===== src/rtl/addsub_pkg.sv =====
// Shared constants and flag helper for the pipelined adder/subtractor.
// The overflow helper is also used by the bench reference model.
package addsub_pkg;

   localparam logic ADD = 1'b0;
   localparam logic SUB = 1'b1;

   // Signed overflow: both operands share a sign that the sum does not.
   function automatic logic addsub_ovf(input logic a_msb, input logic b_msb, input logic s_msb);
      return (a_msb == b_msb) && (s_msb != a_msb);
   endfunction

endpackage


===== src/rtl/addsub_segment.sv =====
// Combinational W-bit ripple-carry slice; one instance per pipeline segment.
module addsub_segment #(
   parameter int W = 4
) (
   input  logic [W-1:0] a,
   input  logic [W-1:0] b,
   input  logic         ci,
   output logic [W-1:0] s,
   output logic         co
);

   logic [W:0] c;

   always_comb begin
      s    = '0;
      c    = '0;
      c[0] = ci;
      for (int i = 0; i < W; i++) begin
         s[i]   = a[i] ^ b[i] ^ c[i];
         c[i+1] = (a[i] & b[i]) | (a[i] & c[i]) | (b[i] & c[i]);
      end
   end

   assign co = c[W];

endmodule


===== src/rtl/pipelined_addsub.sv =====
// Pipelined two's-complement add/sub: carry chain cut into STAGES ripple segments,
// one beat per cycle, valid/ready on both sides with a global stall.
module pipelined_addsub
   import addsub_pkg::*;
#(
   parameter int WIDTH  = 16,
   parameter int STAGES = 4
) (
   input  logic             clk,
   input  logic             rst_n,
   input  logic             in_valid,
   output logic             in_ready,
   input  logic [WIDTH-1:0] a,
   input  logic [WIDTH-1:0] b,
   input  logic             cin,
   input  logic             sub,
   output logic             out_valid,
   input  logic             out_ready,
   output logic [WIDTH-1:0] s,
   output logic             cout,
   output logic             ovf,
   output logic             zero
);

   localparam int SEG  = WIDTH / STAGES;
   localparam int LAST = STAGES - 1;

   if (WIDTH < 2 || STAGES < 1 || (WIDTH % STAGES) != 0) begin : g_bad_cfg
      $error("pipelined_addsub: WIDTH must be >= 2 and a multiple of STAGES >= 1");
   end

   logic              stall;
   logic [STAGES:1]   vld_pipe;
   logic [WIDTH-1:0]  s_q;
   logic              cout_q, ovf_q, zero_q;

   assign stall     = out_valid && !out_ready;
   assign in_ready  = !stall;
   assign out_valid = vld_pipe[STAGES];

   // Stage 1 only advances when not stalled, so in_valid here is the accept strobe.
   always_ff @(posedge clk or negedge rst_n) begin
      if (!rst_n) begin
         vld_pipe <= '0;
      end else if (!stall) begin
         vld_pipe[1] <= in_valid;
         for (int k = 2; k <= STAGES; k++) vld_pipe[k] <= vld_pipe[k-1];
      end
   end

   // Segment k sees only operand bits not yet consumed (RW wide, LSB-aligned)
   // and the result bits produced by earlier segments.
   for (genvar k = 0; k < STAGES; k++) begin : g_st
      localparam int RW = WIDTH - k*SEG;

      logic [RW-1:0]         op_a, op_b;
      logic                  ci;
      logic [SEG-1:0]        seg_s;
      logic                  seg_co;
      logic [(k+1)*SEG-1:0]  res;

      if (k == 0) begin : g_src
         assign op_a = a;
         assign op_b = (sub == SUB) ? ~b : b;
         assign ci   = cin;
         assign res  = seg_s;
      end else begin : g_src
         localparam int PW = RW + SEG;

         logic [RW-1:0]      p_a, p_b;
         logic               p_c;
         logic [k*SEG-1:0]   p_s;

         always_ff @(posedge clk or negedge rst_n) begin
            if (!rst_n) begin
               p_a <= '0;
               p_b <= '0;
               p_c <= 1'b0;
               p_s <= '0;
            end else if (!stall) begin
               p_a <= g_st[k-1].op_a[PW-1:SEG];
               p_b <= g_st[k-1].op_b[PW-1:SEG];
               p_c <= g_st[k-1].seg_co;
               p_s <= g_st[k-1].res;
            end
         end

         assign op_a = p_a;
         assign op_b = p_b;
         assign ci   = p_c;
         assign res  = {seg_s, p_s};
      end

      addsub_segment #(.W(SEG)) u_seg (
         .a  (op_a[SEG-1:0]),
         .b  (op_b[SEG-1:0]),
         .ci (ci),
         .s  (seg_s),
         .co (seg_co)
      );
   end

   // Final register: last segment plus flags, all reset to zero.
   always_ff @(posedge clk or negedge rst_n) begin
      if (!rst_n) begin
         s_q    <= '0;
         cout_q <= 1'b0;
         ovf_q  <= 1'b0;
         zero_q <= 1'b0;
      end else if (!stall) begin
         s_q    <= g_st[LAST].res;
         cout_q <= g_st[LAST].seg_co;
         ovf_q  <= addsub_ovf(g_st[LAST].op_a[SEG-1], g_st[LAST].op_b[SEG-1],
                              g_st[LAST].seg_s[SEG-1]);
         zero_q <= (g_st[LAST].res == '0);
      end
   end

   assign s    = s_q;
   assign cout = cout_q;
   assign ovf  = ovf_q;
   assign zero = zero_q;

endmodule


===== config.mk =====
export PLATFORM = sky130hd
export DESIGN_NAME = pipelined_addsub
export DESIGN_NICKNAME = d
export VERILOG_FILES = /design/src/rtl/addsub_pkg.sv /design/src/rtl/addsub_segment.sv /design/src/rtl/pipelined_addsub.sv
export SDC_FILE = /design/constraint.sdc
export NUM_CORES = 1
export LEC_CHECK = 0
export CAP_MARGIN = 20
export CORE_ASPECT_RATIO = 0.75
export CORE_UTILIZATION = 50
export DETAILED_ROUTE_END_ITERATION = 10
export DONT_BUFFER_PORTS = 1
export PLACE_DENSITY_LB_ADDON = 0.15
export SLEW_MARGIN = 20
export SYNTH_ARGS = -nofsm -noshare
export SYNTH_HDL_FRONTEND = slang
export SYNTH_HIERARCHICAL = 1
export SYNTH_SLANG_ARGS = --single-unit

===== constraint.sdc =====
create_clock -name clk -period 2.7 [get_ports clk]
set_clock_uncertainty 0.2 [all_clocks]
set_input_delay 0.54 -clock clk [delete_from_list [all_inputs] [get_ports clk]]
set_output_delay 0.54 -clock clk [all_outputs]
set_load 0.005 [all_outputs]

# ---- Word level (Yosys, flattened, before mapping)
# Cells that the tools add are included.
dict set report totals {
  register_bits 98
  input_bits 38
  elab_cells 138
}
dict set report op_classes {
  n_eq_ne 2
  mux 1
  n_bitwise 113
  n_reduce_logical 5
}
# op count
set ops {}
lappend ops {{$and 1x1->1} 48}
lappend ops {{$or 1x1->1} 32}
lappend ops {{$xor 1x1->1} 32}
lappend ops {{$logic_not 16->1} 1}
lappend ops {{$mux 16} 1}
lappend ops {{$not 16->16} 1}
lappend ops {{$logic_and 1x1->1} 2}
lappend ops {{$logic_not 1->1} 2}
lappend ops {{$eq 1x1->1} 1}
lappend ops {{$ne 1x1->1} 1}

# ---- Longest topological paths before layout
# Gate-level depths: netlist (run 1).
dict set report depth {
  depth_word 14
  depth_mapped 13
}

# ---- Cells and area by module
# The synthesis (run 1) kept the hierarchy.
# mod n_inst cells_each area_per_inst_um2 seq_area_each_um2
set by_module_without_submodules {}
lappend by_module_without_submodules {pipelined_addsub 1 425 3858.7 2452.4}
lappend by_module_without_submodules {addsub_segment 4 14 117.6 0.0}

# ---- Least setup slack after synthesis (run 1)
# OpenSTA, ideal clock, no wires.
dict set report synth_timing {
  path_kind {input -> register}
  from {input port sub}
  to {register g_st[1].g_src.p_s[3]}
  setup_ns 0.065
  arrival_time_ns 2.591
  t_required_ns 2.435
  slack_ns -0.156
  stages 13
  n_path_buf 2
  path_cell_list {buf_4 buf_6 xor2_1 inv_1 fa_1 inv_1 fa_1 fa_1 inv_1 fa_1 inv_1 nand2_1 nand2_1}
}
dict set report synth_between {
  elab_chain_len 11
  word_cells_on_any_way 17
  classes_between {mux: 1; bitwise: 16}
}
# element line_no
set synth_lines {}
lappend synth_lines {{from (decl)} pipelined_addsub.sv:16} ;# input logic sub,
lappend synth_lines {{$mux 16 *} pipelined_addsub.sv:64} ;# assign op_b = (sub == SUB) ? ~b : b;
lappend synth_lines {{net g_st[0].op_b[0]} pipelined_addsub.sv:56} ;# logic [RW-1:0] op_a, op_b;
lappend synth_lines {{$and 1x1->1} addsub_segment.sv:20} ;# c[i+1] = (a[i] & b[i]) | (a[i] & c[i]) | (b[i] & c[i]);
lappend synth_lines {{$or 1x1->1} addsub_segment.sv:20}
lappend synth_lines {{$or 1x1->1 *} addsub_segment.sv:20}
lappend synth_lines {{$and 1x1->1} addsub_segment.sv:20}
lappend synth_lines {{$or 1x1->1} addsub_segment.sv:20}
lappend synth_lines {{$or 1x1->1 *} addsub_segment.sv:20}
lappend synth_lines {{$and 1x1->1} addsub_segment.sv:20}
lappend synth_lines {{$or 1x1->1} addsub_segment.sv:20}
lappend synth_lines {{$or 1x1->1 *} addsub_segment.sv:20}
lappend synth_lines {{$xor 1x1->1 *} addsub_segment.sv:19} ;# s[i] = a[i] ^ b[i] ^ c[i];
lappend synth_lines {{net g_st[0].res[3]} pipelined_addsub.sv:60} ;# logic [(k+1)*SEG-1:0] res;
lappend synth_lines {{to (signal assigned)} pipelined_addsub.sv:84} ;# p_s <= g_st[k-1].res;
lappend synth_lines {{to (decl)} pipelined_addsub.sv:72} ;# logic [k*SEG-1:0] p_s;
# The timed path passes the listed nets; every way through them passes the cells marked *.
# A chain may end at the register's enable or synchronous reset.

# ---- Final worst setup path (run 1)
dict set report layout_timing {
  from {register g_st[3].g_src.p_a[0]}
  to {register ovf_q, in the netlist ovf}
}
dict set report layout_between {
  elab_chain_len 12
  word_cells_on_any_way 15
  classes_between {eq/ne: 1; bitwise: 13; reduce/logical: 1}
}
# element line_no
set layout_lines {}
lappend layout_lines {{from (decl)} pipelined_addsub.sv:70} ;# logic [RW-1:0] p_a, p_b;
lappend layout_lines {{from (signal assigned)} pipelined_addsub.sv:81} ;# p_a <= g_st[k-1].op_a[PW-1:SEG];
lappend layout_lines {{$and 1x1->1} addsub_segment.sv:20}
lappend layout_lines {{$or 1x1->1 * (2 in series)} addsub_segment.sv:20}
lappend layout_lines {{$and 1x1->1} addsub_segment.sv:20}
lappend layout_lines {{$or 1x1->1} addsub_segment.sv:20}
lappend layout_lines {{$or 1x1->1 *} addsub_segment.sv:20}
lappend layout_lines {{$and 1x1->1} addsub_segment.sv:20}
lappend layout_lines {{$or 1x1->1} addsub_segment.sv:20}
lappend layout_lines {{$or 1x1->1 *} addsub_segment.sv:20}
lappend layout_lines {{$xor 1x1->1 *} addsub_segment.sv:19}
lappend layout_lines {{net g_st[3].seg_s[3]} pipelined_addsub.sv:58} ;# logic [SEG-1:0] seg_s;
lappend layout_lines {{$ne 1x1->1 *} addsub_pkg.sv:10} ;# return (a_msb == b_msb) && (s_msb != a_msb);
lappend layout_lines {{$logic_and 1x1->1 *} addsub_pkg.sv:10}
lappend layout_lines {{to (signal assigned)} pipelined_addsub.sv:113} ;# ovf_q <= addsub_ovf(g_st[LAST].op_a[SEG-1], g_st[LAST].op_b[SEG-1],
lappend layout_lines {{to (decl)} pipelined_addsub.sv:35} ;# logic cout_q, ovf_q, zero_q;
# Marked as above.

==> results of run 1 <==
[area by class of cell]
type	instances	area [um^2]	area share
clock buffers	10	229	0.0483
clock inverters	6	88.8	0.0188
inverters	41	154	0.0325
multi-input cells	319	1610	0.339
flip-flops and latches	98	2450	0.518
well taps	105	131	0.0277
repair buffers	10	75.1	0.0159
[worst min path at each step]
stage | cells after the start | startpoint | endpoint | slack (ns)
after detailed placement | 0 | rst_n | s[12]$_DFFE_PN0N_ | 0.05
after global placement | 0 | rst_n | s[13]$_DFFE_PN0N_ | 0.05
final | 0 | rst_n | s[12]$_DFFE_PN0N_ | -0.31
after floorplan | 0 | rst_n | cout$_DFFE_PN0N_ | 0.04
after global routing | 0 | rst_n | s[5]$_DFFE_PN0N_ | -0.33
after CTS | 0 | rst_n | s[6]$_DFFE_PN0N_ | -0.32
[routing by layer]
layer / vias up / share of wire / global-route usage
met4: 0 / 0.0059 / 0.0667
met2: 67 / 0.42 / 0.270
li1: 1422 / - / -
met3: 2 / 0.054 / 0.0651
met5: - / 0 / 0
met1: 1273 / 0.52 / 0.263
[worst max-delay path: cells and delay by family, from the launching register on]
family	cells	cell delay, ns
AOI/OAI and AO/OA	2	0.19
adders and majority gates	4	1.26
buffers and inverters	4	0.27
DFF	1	0.39
and+or+nand+nor	1	0.17
[cells in the mapped netlist, drive strengths merged]
cell | count | share of area
nand2 | 263 | 0.23
dfrtp | 98 | 0.57
inv | 41 | 0.036
buf | 20 | 0.029
fa | 16 | 0.074
o21ai | 14 | 0.016
xnor2 | 12 | 0.024
nor4 | 4 | 0.0058
xor2 | 4 | 0.0081
clkbuf | 3 | 0.0026
a21oi | 1 | 0.0012
and3b | 1 | 0.0020
nand2b | 1 | 0.0014
nand4 | 1 | 0.0014
nor2 | 1 | 0.00087
nor2b | 1 | 0.0032
[flip-flops by register name, indices dropped and copies added (netlist names)]
register,count
cout,1
g_st.ci,3
g_st.g_src.p_a,24
g_st.g_src.p_b,24
g_st.g_src.p_s,24
ovf,1
s,16
vld_pipe,4
zero,1
[cell families after synthesis]
logic type,synth area share
and+or+nand+nor,0.243
buffers and inverters,0.0671
AOI/OAI and AO/OA,0.0173
DFF,0.566
adders and majority gates,0.0740
xor gates and xnor gates,0.0324
[stage by stage]
| step | total power [mW] | area, um^2 | TNS (ns) |
|---|---|---|---|
| after floorplan | 3.77 | 4340 | -0.0415 |
| after global placement | 4.09 | 4370 | 0 |
| after detailed placement | 4.18 | 4370 | 0 |
| after global routing | 6.13 | 4740 | -0.0365 |
| after CTS | 5.57 | 4690 | 0 |
| final | 5.62 | 4740 | 0 |
[report_power, final]
group          total (mW)  internal, mW  switching [mW]  leakage (nW)
sequential           2.54          2.11           0.427          1.19
clock                1.35         0.813           0.539         0.149
combinational        1.73         0.711            1.02          1.18
total                5.62          3.64            1.98          2.52
[repair_timing]
action,in CTS,in global routing
resized for setup,1,9
setup endpoints to repair,1,2
pin swaps,0,1
buffers inserted,0,4
hold endpoints to repair,98,98
==> impl_metrics.ini, run 1 <==
[run_status]
status = complete, but fails checks
violations = hold timing

[sta]
holdWs_ns = -0.309
tightest_slew_ns = 0.461
finalHoldViolations = 98
timing.final.ws_setup_ns = 0.0880
finalSetupViolations = 0
drv_slew = 0
slew_headroom = 0.693
finalCritPeriodShare = 0.967
clock.fmax_mhz = 383
min_period_ns = 2.61

[route]
drtIter0Drc = 138
wl_um = 7510
avgRoutedWirePerCell_um = 12.8
final_antenna_net_count = 0
dr.pass1.iters = 4
num_vias = 2764
routed_via_density = 4.69
drc_errors = 0

[yosys]
synth_cells = 481
yosysUniqueCellTypes = 19
mappedNetlistArea_mm2 = 0.00433
syn_nets = 535
ys_ff_latch = 98
ys_warn_count = 6
avgSynthCellArea_um2 = 9.00
ys_seq_area_frac = 0.566

[clocking]
cts_buffer_depth = 2
cts_inserted_buffers = 9
clk_pin_slew_ns = 0.07
htree_levels = 3
cts.sinks = 98
clockRootBuffer = clkbuf_16
clkLatencyLatePin_ns = 0.34
cts_tree = done

[critical_path]
rr_endpoint = ovf$_DFFE_PN0N_
endpoint_kind = register
path_common_cell = fa_2
max_stage_delay_ns = 0.41
cp_slowest_cell = fa_1
critPathKind = reg -> reg
rr_startpoint = g_st[3].g_src.p_a[0]$_DFFE_PN0N_
crit_arrival_ns = 2.63
critPathMaxFanout = 4
crit_path_cell_trace = inv_2, fa_2, inv_1, fa_2, fa_2, inv_1, fa_1, inv_2, and3b_1, a21oi_1, o21ai_1
endpoint = ovf$_DFFE_PN0N_
critPathLaunch = g_st[3].g_src.p_a[0]$_DFFE_PN0N_
r2r_slack_ns = 0.09
worstPathRequired_ns = 2.72
startpoint_type = register
reg2reg_depth = 11

[die]
die_w_um = 109
start_util = 0.533
die_area_mm2 = 0.00904
fp.dieH_um = 82.6
core-area_mm2 = 0.00813
rows = 28
ios = 59

[flow_run]
cap_violations = 0

[pwr]
worst_ir_drop_vdd_v = 0.000564
p_leak_nw = 2.52
p_per_area_mw_per_mm2 = 1190

[global_route]
grt_pass1_wl_um = 12600
grt_max_degree = 99
grt_usage = 0.187
antenna_found_initial = 0
first_global_vias = 2725
grt_overflow_total = 0

[finish]
finalNonFillerCells = 589
n_antenna_cell = 0
final_cell_mix = nand2_1 (263), dfrtp_1 (98), inv_1 (36)
layout_commonest_cell = nand2_1
fill_cells = 730
area_growth_syn_to_layout_pct = 9.39
nNetsFinal = 533
postLayoutCoreUtil = 0.583
drive_above_1_share = 0.0764

[place]
io_buffer_count = 0
gp_congestion = 0.728
place_hpwl_um = 5080
pre_cts_ws_ns = 0.0247
post-place-cells = 569

[hold_path]
hp-class = in -> async
(Power assumes the default switching activity.)
==> inputs of run 2 (changes only) <==
--- a/config.mk
+++ b/config.mk
@@ -5,6 +5,7 @@
 export SDC_FILE = /design/constraint.sdc
 export NUM_CORES = 1
 export LEC_CHECK = 0
+export ABC_AREA = 1
 export CAP_MARGIN = 20
 export CORE_ASPECT_RATIO = 0.75
 export CORE_UTILIZATION = 50
==> run 2 against run 1 <==
Effect of this change:
- the run still ends with hold timing left
- final cell count down 0.68%
- register-to-register slack better by 0.07 ns
- maximum frequency up 2.8%
- setup slack better by 0.072 ns
- total power down 2.6%
- sequential share of layout area up 0.53 points
- hold slack better by 0.0025 ns
- sequential power about the same
- critical path type unchanged
- critical endpoint unchanged
- highest routed layer unchanged
==> impl_metrics.ini, run 2 <==
[critical_path]
crit_arrival_ns = 2.62
cp_slowest_cell = fa_1
critPathLaunch = g_st[3].g_src.p_b[0]$_DFFE_PN0N_
worstPathRequired_ns = 2.78
critPathMaxFanout = 3
rr_endpoint = ovf$_DFFE_PN0N_
critPathKind = reg -> reg
r2r_slack_ns = 0.16
crit_path_cell_trace = inv_1, fa_1, inv_1, fa_1, fa_1, inv_1, fa_1, inv_2, inv_1, o21ai_1, nand3_1, nand2_1
reg2reg_depth = 12
endpoint = ovf$_DFFE_PN0N_
startpoint_type = register
rr_startpoint = g_st[3].g_src.p_b[0]$_DFFE_PN0N_
endpoint_kind = register
max_stage_delay_ns = 0.42

[finish]
drive_above_1_share = 0.0524
postLayoutCoreUtil = 0.550
nNetsFinal = 526
area_growth_syn_to_layout_pct = 5.79
top_regs = g_st.g_src.p_a: 24 flops, g_st.g_src.p_b: 24 flops, g_st.g_src.p_s: 24 flops
final_cell_mix = nand2_1 (218), dfrtp_1 (98), inv_1 (54)
n_antenna_cell = 0
fill_cells = 787
layout_commonest_cell = nand2_1

[clocking]
cts_tree = done
cts_buffer_depth = 2
cts_inserted_buffers = 9
clockRootBuffer = clkbuf_16
clkLatencyLatePin_ns = 0.34
clk_pin_slew_ns = 0.07
htree_levels = 3
cts.sinks = 98

[yosys]
mappedNetlistArea_mm2 = 0.00443
syn_nets = 535
synth_edf_count = 0
yosys-top-cells-area = dfrtp_1 (55%), nand2_1 (18%), fa_1 (7.2%)
ys.flop_type = dfrtp_1
synth_cells = 481
synthArstFlopShare = 1.00
yosysTopAreaCellShare = 0.553
avgSynthCellArea_um2 = 9.21
ys_ff_latch = 98
yosysUniqueCellTypes = 16
synth_most_common_cell = nand2_1
ys_seq_area_frac = 0.553
ys_warn_count = 6
synth_common_cells = nand2_1 (218), dfrtp_1 (98), inv_1 (55)
synth_area_leader_cell = dfrtp_1

[route]
avgRoutedWirePerCell_um = 12.7
routed_via_density = 4.66
dr.pass1.iters = 4
num_vias = 2725
final_antenna_net_count = 0
wl_um = 7460
drtIter0Drc = 131
drc_errors = 0

[pwr]
finalPower_mw = 5.47
p_leak_nw = 2.45
p_per_area_mw_per_mm2 = 1170
worst_ir_drop_vdd_v = 0.000608

[die]
rows = 29
die_w_um = 111
start_util = 0.520
core-area_mm2 = 0.00853
die_area_mm2 = 0.00925
ios = 59
fp.dieH_um = 83.5

[global_route]
grt_overflow_total = 0
grt_usage = 0.180
first_global_vias = 2755
grt_max_degree = 111
grt_pass1_wl_um = 13100
antenna_found_initial = 0

[sta]
timing.final.ws_setup_ns = 0.160
holdWs_ns = -0.307
drv_slew = 0
rsz0062_at_grt = no
tightest_slew_ns = 0.565
min_period_ns = 2.54
finalHoldViolations = 98
slew_headroom = 0.623
finalSetupViolations = 0
clock.fmax_mhz = 394
finalCritPeriodShare = 0.941

[place]
io_buffer_count = 0
gp_congestion = 0.793
pre_cts_ws_ns = 0.0751
place_hpwl_um = 4820

[flow_run]
cap_violations = 0

[hold_path]
hp-class = in -> async

[run_status]
violations = hold timing
status = complete, but fails checks
run 2: changes by cell type after synthesis, moves of 3 or more:
cell / change
nand2_1: -45
buf_6: +16
o21ai_0: +16
inv_1: +15
nor2_1: +11
buf_2: -10
o21ai_1: +8
buf_4: -5
nor4_1: -4
clkbuf_1: -3
run 2: worst max-delay path, delay by kind of cell, from the launching register on:
kind | cells | cell delay [ns]
AOI/OAI and AO/OA | 1 | 0.11
adders and majority gates | 4 | 1.31
buffers and inverters | 5 | 0.34
DFF | 1 | 0.39
and+or+nand+nor | 2 | 0.15
run 2: cells by family after synthesis:
group           synth area share
compound gates            0.0429
fa+ha+maj                 0.0723
simple gates               0.201
xor+xnor                  0.0316
flops                      0.553
buf+inv                   0.0988
run 2: power breakdown:
group | internal [mW] | switching [mW]
logic | 0.620 | 1.04
clock network | 0.736 | 0.570
registers | 2.11 | 0.391
total | 3.47 | 2.00
run 2: worst min path at each step:
stage / depth (start not counted) / endpoint / slack, ns / startpoint
6_report: 0 / s[11]$_DFFE_PN0N_ / -0.31 / rst_n
3_3_place_gp: 0 / s[12]$_DFFE_PN0N_ / 0.05 / rst_n
2_1_floorplan: 0 / cout$_DFFE_PN0N_ / 0.04 / rst_n
3_5_place_dp: 0 / s[13]$_DFFE_PN0N_ / 0.05 / rst_n
4_1_cts: 0 / s[11]$_DFFE_PN0N_ / -0.33 / rst_n
5_1_grt: 0 / s[7]$_DFFE_PN0N_ / -0.34 / rst_n
run 2: final cells by class:
| cell class | count | area [um^2] | share of cell area |
|---|---|---|---|
| inverters | 56 | 210 | 0.0448 |
| clock buffers | 9 | 225 | 0.0480 |
| repair buffers | 3 | 35.0 | 0.00747 |
| well taps | 108 | 135 | 0.0288 |
| clock inverters | 7 | 83.8 | 0.0179 |
| flip-flops and latches | 98 | 2450 | 0.523 |
| multi-input cells | 304 | 1550 | 0.330 |
run 2: repair_timing:
| action | CTS | global route |
|---|---|---|
| endpoints found under the setup margin | 0 | 1 |
| endpoints found under the hold margin | 98 | 98 |
| setup buffers | 0 | 0 |
| resized for setup | 0 | 2 |
run 2: per-stage QoR:
stage	instances	TNS [ns]	cell area (um^2)	hold slack, ns
5_1_grt	585	0	4690	-0.336
3_5_place_dp	569	0	4380	0.0487
3_3_place_gp	569	0	4380	0.0470
4_1_cts	585	0	4690	-0.325
6_report	585	0	4690	-0.307
2_1_floorplan	481	-0.0645	4440	0.0444
run 2: per-layer routing:
layer | track usage | up-vias | share of wire
met4 | 0.0473 | 0 | 0.0039
li1 | - | 1405 | -
met3 | 0.0632 | 2 | 0.044
met1 | 0.267 | 1260 | 0.53
met5 | 0 | - | 0
met2 | 0.252 | 58 | 0.43
